<file path="src/rtl/ps2_voice_tracker.sv">
// PS/2 byte-stream decoder that maps held keys onto a small table of voice slots.
// Handles E0/F0 prefixes, typematic repeats, prefix timeout and oldest-slot stealing.
module ps2_voice_tracker #(
    parameter int unsigned NUM_VOICES  = 4,
    parameter int unsigned STEAL       = 1,
    parameter int unsigned TIMEOUT_CYC = 2500000
) (
    input  logic                    CLOCK_50,
    input  logic                    resetn,
    input  logic [7:0]              rx_data,
    input  logic                    rx_valid,
    input  logic                    all_off,
    output logic [NUM_VOICES-1:0]   voice_active,
    output logic [9*NUM_VOICES-1:0] voice_code,
    output logic [7:0]              last_code,
    output logic                    note_on,
    output logic                    note_off,
    output logic [2:0]              event_slot,
    output logic                    dropped
);

    localparam int unsigned TW = (TIMEOUT_CYC > 1) ? $clog2(TIMEOUT_CYC) : 1;

    localparam logic [1:0] S_IDLE = 2'd0;
    localparam logic [1:0] S_E0   = 2'd1;
    localparam logic [1:0] S_F0   = 2'd2;
    localparam logic [1:0] S_E0F0 = 2'd3;

    logic [1:0]                  state_q, state_d;
    logic [TW-1:0]               tmo_q, tmo_d;
    logic [NUM_VOICES-1:0]       active_q, active_d;
    logic [NUM_VOICES-1:0][8:0]  code_q, code_d;
    logic [NUM_VOICES-1:0][2:0]  age_q, age_d;
    logic [7:0]                  last_code_q, last_code_d;
    logic                        note_on_q, note_on_d;
    logic                        note_off_q, note_off_d;
    logic [2:0]                  event_slot_q, event_slot_d;
    logic                        dropped_q, dropped_d;

    logic       ignored;
    logic       is_make;
    logic       is_break;
    logic       ev_ext;
    logic [8:0] key;
    logic       hit;
    logic [2:0] hit_idx;
    logic [2:0] hit_age;
    logic       have_free;
    logic [2:0] free_idx;
    logic [2:0] old_idx;
    logic [2:0] tgt_idx;

    // Byte decode: classifies the incoming byte against the prefix state.
    always_comb begin
        ignored  = (rx_data == 8'h00) || (rx_data == 8'hAA) || (rx_data == 8'hEE) ||
                   (rx_data == 8'hFA) || (rx_data == 8'hFE) || (rx_data == 8'hFF);
        is_make  = 1'b0;
        is_break = 1'b0;
        ev_ext   = 1'b0;
        if (rx_valid && !ignored) begin
            case (state_q)
                S_IDLE: is_make = (rx_data != 8'hE0) && (rx_data != 8'hF0);
                S_E0: begin
                    is_make = (rx_data != 8'hE0) && (rx_data != 8'hF0);
                    ev_ext  = 1'b1;
                end
                S_F0:   is_break = 1'b1;
                S_E0F0: begin
                    is_break = 1'b1;
                    ev_ext   = 1'b1;
                end
                default: is_make = 1'b0;
            endcase
        end
        key = {ev_ext, rx_data};
    end

    // Slot search; scanning downward leaves the lowest matching index in each result.
    always_comb begin
        hit       = 1'b0;
        hit_idx   = 3'd0;
        hit_age   = 3'd0;
        have_free = 1'b0;
        free_idx  = 3'd0;
        old_idx   = 3'd0;
        for (int i = NUM_VOICES - 1; i >= 0; i--) begin
            if (!active_q[i]) begin
                have_free = 1'b1;
                free_idx  = 3'(i);
            end
            if (active_q[i] && (code_q[i] == key)) begin
                hit     = 1'b1;
                hit_idx = 3'(i);
                hit_age = age_q[i];
            end
            if (active_q[i] && (age_q[i] == 3'(NUM_VOICES - 1))) begin
                old_idx = 3'(i);
            end
        end
        tgt_idx = have_free ? free_idx : old_idx;
    end

    // Next-state: prefix FSM, timeout, slot table and event pulses.
    always_comb begin
        state_d      = state_q;
        tmo_d        = tmo_q;
        active_d     = active_q;
        code_d       = code_q;
        age_d        = age_q;
        last_code_d  = last_code_q;
        note_on_d    = 1'b0;
        note_off_d   = 1'b0;
        event_slot_d = event_slot_q;
        dropped_d    = 1'b0;

        if (rx_valid) begin
            tmo_d = '0;
            if (ignored) begin
                state_d = S_IDLE;
            end else begin
                case (state_q)
                    S_IDLE: begin
                        if (rx_data == 8'hE0)      state_d = S_E0;
                        else if (rx_data == 8'hF0) state_d = S_F0;
                    end
                    S_E0: begin
                        if (rx_data == 8'hF0)      state_d = S_E0F0;
                        else if (rx_data == 8'hE0) state_d = S_E0;
                        else                       state_d = S_IDLE;
                    end
                    default: state_d = S_IDLE;
                endcase
            end
        end else if (state_q != S_IDLE) begin
            if (tmo_q == TW'(TIMEOUT_CYC - 1)) begin
                state_d = S_IDLE;
                tmo_d   = '0;
            end else begin
                tmo_d = tmo_q + TW'(1);
            end
        end

        // A replaced or newly filled slot becomes newest; every other held key ages by one.
        if (is_make && !hit) begin
            if (have_free || (STEAL != 0)) begin
                for (int j = 0; j < NUM_VOICES; j++) begin
                    if (3'(j) == tgt_idx) begin
                        active_d[j] = 1'b1;
                        code_d[j]   = key;
                        age_d[j]    = 3'd0;
                    end else if (active_q[j]) begin
                        age_d[j] = age_q[j] + 3'd1;
                    end
                end
                note_on_d    = 1'b1;
                event_slot_d = tgt_idx;
                last_code_d  = rx_data;
            end else begin
                dropped_d = 1'b1;
            end
        end

        if (is_break && hit) begin
            for (int j = 0; j < NUM_VOICES; j++) begin
                if (3'(j) == hit_idx) begin
                    active_d[j] = 1'b0;
                    code_d[j]   = 9'd0;
                    age_d[j]    = 3'd0;
                end else if (active_q[j] && (age_q[j] > hit_age)) begin
                    age_d[j] = age_q[j] - 3'd1;
                end
            end
            note_off_d   = 1'b1;
            event_slot_d = hit_idx;
        end

        if (all_off) begin
            state_d      = S_IDLE;
            tmo_d        = '0;
            active_d     = '0;
            code_d       = '0;
            age_d        = '0;
            last_code_d  = last_code_q;
            note_on_d    = 1'b0;
            note_off_d   = 1'b0;
            event_slot_d = event_slot_q;
            dropped_d    = 1'b0;
        end
    end

    always_ff @(posedge CLOCK_50 or negedge resetn) begin
        if (!resetn) begin
            state_q      <= S_IDLE;
            tmo_q        <= '0;
            active_q     <= '0;
            code_q       <= '0;
            age_q        <= '0;
            last_code_q  <= 8'd0;
            note_on_q    <= 1'b0;
            note_off_q   <= 1'b0;
            event_slot_q <= 3'd0;
            dropped_q    <= 1'b0;
        end else begin
            state_q      <= state_d;
            tmo_q        <= tmo_d;
            active_q     <= active_d;
            code_q       <= code_d;
            age_q        <= age_d;
            last_code_q  <= last_code_d;
            note_on_q    <= note_on_d;
            note_off_q   <= note_off_d;
            event_slot_q <= event_slot_d;
            dropped_q    <= dropped_d;
        end
    end

    assign voice_active = active_q;
    assign voice_code   = code_q;
    assign last_code    = last_code_q;
    assign note_on      = note_on_q;
    assign note_off     = note_off_q;
    assign event_slot   = event_slot_q;
    assign dropped      = dropped_q;

endmodule

</file>
<file path="config.mk">
export PLATFORM = sky130hd
export DESIGN_NAME = ps2_voice_tracker
export DESIGN_NICKNAME = d
export VERILOG_FILES = /design/src/rtl/ps2_voice_tracker.sv
export SDC_FILE = /design/constraint.sdc
export NUM_CORES = 1
export LEC_CHECK = 0
export ABC_AREA = 1
export CAP_MARGIN = 40
export CORE_MARGIN = 4
export CORE_UTILIZATION = 40
export DETAILED_ROUTE_END_ITERATION = 7
export GPL_TIMING_DRIVEN = 0
export PLACE_DENSITY = 0.69
export RECOVER_POWER = 25
export SYNTH_ARGS = -nofsm -noshare
export SYNTH_HDL_FRONTEND = slang
export SYNTH_SLANG_ARGS = --single-unit
</file>
<file path="constraint.sdc">
create_clock -name CLOCK_50 -period 3.8 [get_ports CLOCK_50]
set_clock_uncertainty 0.05 [all_clocks]
set_input_delay 0.76 -clock CLOCK_50 [delete_from_list [all_inputs] [get_ports CLOCK_50]]
set_output_delay 0.76 -clock CLOCK_50 [all_outputs]
set_load 0.05 [all_outputs]
</file>
==> results.md <==
- Root Driver: clkbuf_16
- Clock Tree Buf Depth: 2
- Area of the die: around 17000 um^2
- Critical path capture point type: flip-flop
- Ports: 66
- Global route overflow: 0
- Clock Pin Slew Worst Setup and Hold Paths: 0.07 ns
- Top post-synthesis cells by area: dfrtp_1, nand2_1, inv_1
- GR Util All Layers: 20.91%
- Num CTS Buffers: 9
- Hold Fails Final Rpt: 0
- Tightest Hold Check Type: reg -> reg
- Antenna Nets Post-Route: 0
- Hold Path Origin: event_slot[0]
- Skew-Pair Late Insertion Delay: approximately 0.35 ns
- Initial antenna violation count: 0
- Largest net degree at the start of global routing: 46
- Yosys Warn Count: 0
- Fin crit share: ~95%
- Setup violators final: 0
- Synth top area share: 37.45%
- Cell Chain, Critical Path: clkdlybuf4s50_1, buf_6, buf_4, nor2_1, nor3_1, nand3_1, nor2_2, nand2_1, nor2_4, nand2_4, o221ai_4, o221ai_4, buf_4, ha_1, a41oi_2, nand2_2, o21ai_1, nor2_1
- Critical Path Source: rx_data[4]
- Commonest non-fill, non-tap cell in the layout: nand2_1
- CTS tree: yes
- Slowest CP cell: clkdlybuf4s50_1
- CP Launch Type: input pin
- Die height: 129.2 um
- Fraction of registers with async set or reset after synthesis: 100.0%
- Global-route wire length before repair: approximately 28000 um
- Buf+Inv Stages, Crit Path: 4
- DP HPWL: 12530 um
- Least-Margin Pin Slew: 2.472 ns
- Final WL: 17170 um
- Mapped Avg Cell Area: 7.386 um^2
- Tot Pwr: 2.649 mW
- Critical path peak fanout: 4
- Syn-to-layout area delta: 24.98%
- P_leak: 3.160 nW
- EDFF count, synth: 0
- Commonest register cell after synthesis: dfrtp_1
- Rows: 44
- Antenna Cells: 0
- Vias in the first global route: 5432
- Netlist cell types: 51
- Req. time, crit path: 3.99 ns
- Outcome: complete, but fails checks
- FMAX: 275.7 MHz
- Layout cells sized above 1: between 10% and 20%
- Final core utilization: 50.75%
- Sink Count: 88
- Area taken by multi-input logic gates: 3203 um^2
- Fin nets: 919
- Placer Congestion: between 0.9 and 1
- Slowest stage delay, CP: about 0.5 ns
- WL/cell: 15.98 um
- Synth Register Bits: 88
- Post-synthesis sequential area ratio: roughly 37%
- DRT iter0 DRCs: around 500
- Mapped Area: 5879 um^2
- Drt pass-1 iters: 5
- Slew Limit Fails: between 40 and 50
- Die width: 129.2 um
- Initial Util: about two fifths
- Most frequent cells in the layout: nand2_1, inv_1, dfrtp_1
- Vias: 5761
- Area leader, netlist: dfrtp_1
- Hold_ws: 0.4329 ns
- Remaining DRCs: 0
- Worst R2R Start: voice_active[3]
- Post-Syn Instances: 796
- Post-layout min period: 3.627 ns
- Violated checks: capacitance limit, slew limit
- I/O Buffers: 61
- Fill cell count: 1431
- Maxcap violations: 1
- CTS H-tree depth: 3
- Arr. time, crit path: between 3 and 4 ns
- Cts hold-fix bufs: 0
- Rel. slew slack: -64.82%
- WS Path Type: in -> reg
- FF/Latch Area: 2202 um^2
- Max VDD drop: between 0.0002 and 0.0003 V
- Crit-path leading delay family: simple AND/OR/NAND/NOR gates
- Power Density: between 300 and 400 nW/um^2
- Mean number of vias per cell: 5.359
- Core area: 14480 um^2
-- Yosys cell counts (6+ instances only) --
master / instances
nor2_1: 90
a21oi_1: 64
ha_1: 21
o21ai_0: 67
nand2_2: 7
inv_2: 7
nand3_1: 45
o22ai_1: 8
nor2_2: 6
nand2_1: 129
nor4_1: 10
nor3_1: 27
dfrtp_1: 88
nand4_1: 12
xnor2_1: 8
buf_2: 9
inv_1: 115
xor2_1: 12
buf_6: 7
-- path summary, 6_finish.rpt --
| kind | end | slack (ns) | cells past startpoint |
|---|---|---|---|
| worst max-delay path | age_q[6] | 0.17 | 18 |
| worst min-delay path | event_slot[0] | 0.43 | 2 |
| worst max register to register | age_q[6] | 0.71 | 15 |
| worst min register to register | event_slot[0] | 0.43 | 2 |
| max in group asynchronous | note_on | 1.17 | 1 |
| min in group asynchronous | tmo_q[20] | 1.11 | 1 |
-- logic make-up (layout without fill, tap and decap cells) --
kind of cell	after synthesis	count (layout)	synth area share, %
other	1	2	0.06378
AO/OA/AOI/OAI	165	165	15.90
buffers and inverters	147	241	10.83
adder cells (fa/ha/maj)	21	21	4.469
AND/OR/NAND/NOR	354	354	28.30
XOR/XNOR	20	20	2.979
flip-flops	88	88	37.45
-- final cells by class --
| class | instances | share of cell area (%) |
|---|---|---|
| flip-flops and latches | 88 | 29.97 |
| well taps | 184 | 3.133 |
| clock inverters | 7 | 0.9705 |
| multi-input cells | 562 | 43.59 |
| inverters | 122 | 6.317 |
| clock buffers | 9 | 3.065 |
| plain buffers | 25 | 2.622 |
| repair buffers | 78 | 10.34 |
-- power by group --
group / total [mW] / leakage, nW / internal, mW / switching (mW)
registers: 1.06 / 1.20 / 1.00 / 0.0613
logic: 0.679 / 1.82 / 0.216 / 0.463
clock network: 0.906 / 0.138 / 0.510 / 0.396
total: 2.65 / 3.16 / 1.73 / 0.920
-- routing by layer --
| metal | up-vias | routed length (um) | global-route usage (%) | share of wire (%) |
|---|---|---|---|---|
| met5 | - | 0 | 0 | 0 |
| met4 | 0 | 385 | 5.065 | 2.2 |
| met3 | 31 | 743 | 4.369 | 4.3 |
| met2 | 187 | 8467 | 36.28 | 49 |
| met1 | 2736 | 7578 | 26.76 | 44 |
| li1 | 2807 | - | - | - |
-- worst register-to-register path, stage by stage, from the launching register on --
cell      delay [ns]
dfrtp_1         0.50
inv_1           0.21
nor3_2          0.20
nand3_1         0.09
nor2_2          0.15
nand2_1         0.10
nor2_4          0.16
nand2_4         0.09
o221ai_4        0.20
o221ai_4        0.22
buf_4           0.20
ha_1            0.29
a41oi_2         0.21
nand2_2         0.12
o21ai_1         0.13
nor2_1          0.05
-- state kept, by name, indices dropped and copies added (netlist names) --
name          count
age_q            12
event_slot        2
last_code         8
note_off          1
note_on           1
state_q           2
tmo_q            22
voice_active      4
voice_code       36
-- per-stage QoR --
stage          setup TNS, ns  instance area [um^2]  setup slack, ns  std cells
2_1_floorplan              0                  5883           0.5615        797
3_3_place_gp         -137.71                  6724           -1.466       1042
3_5_place_dp          -10.06                  6749          -0.7116       1043
4_1_cts                    0                  7101          0.01773       1063
5_1_grt              -0.1595                  7348         -0.04572       1075
6_report                   0                  7348           0.1730       1075
-- what timing repair did --
| item | CTS | global route |
|---|---|---|
| buffers inserted | 4 | 12 |
| pin swaps | 2 | 13 |
| endpoints found under the setup margin | 12 | 19 |
| gates resized for setup | 5 | 40 |
Power figures use the tool's default switching activity.
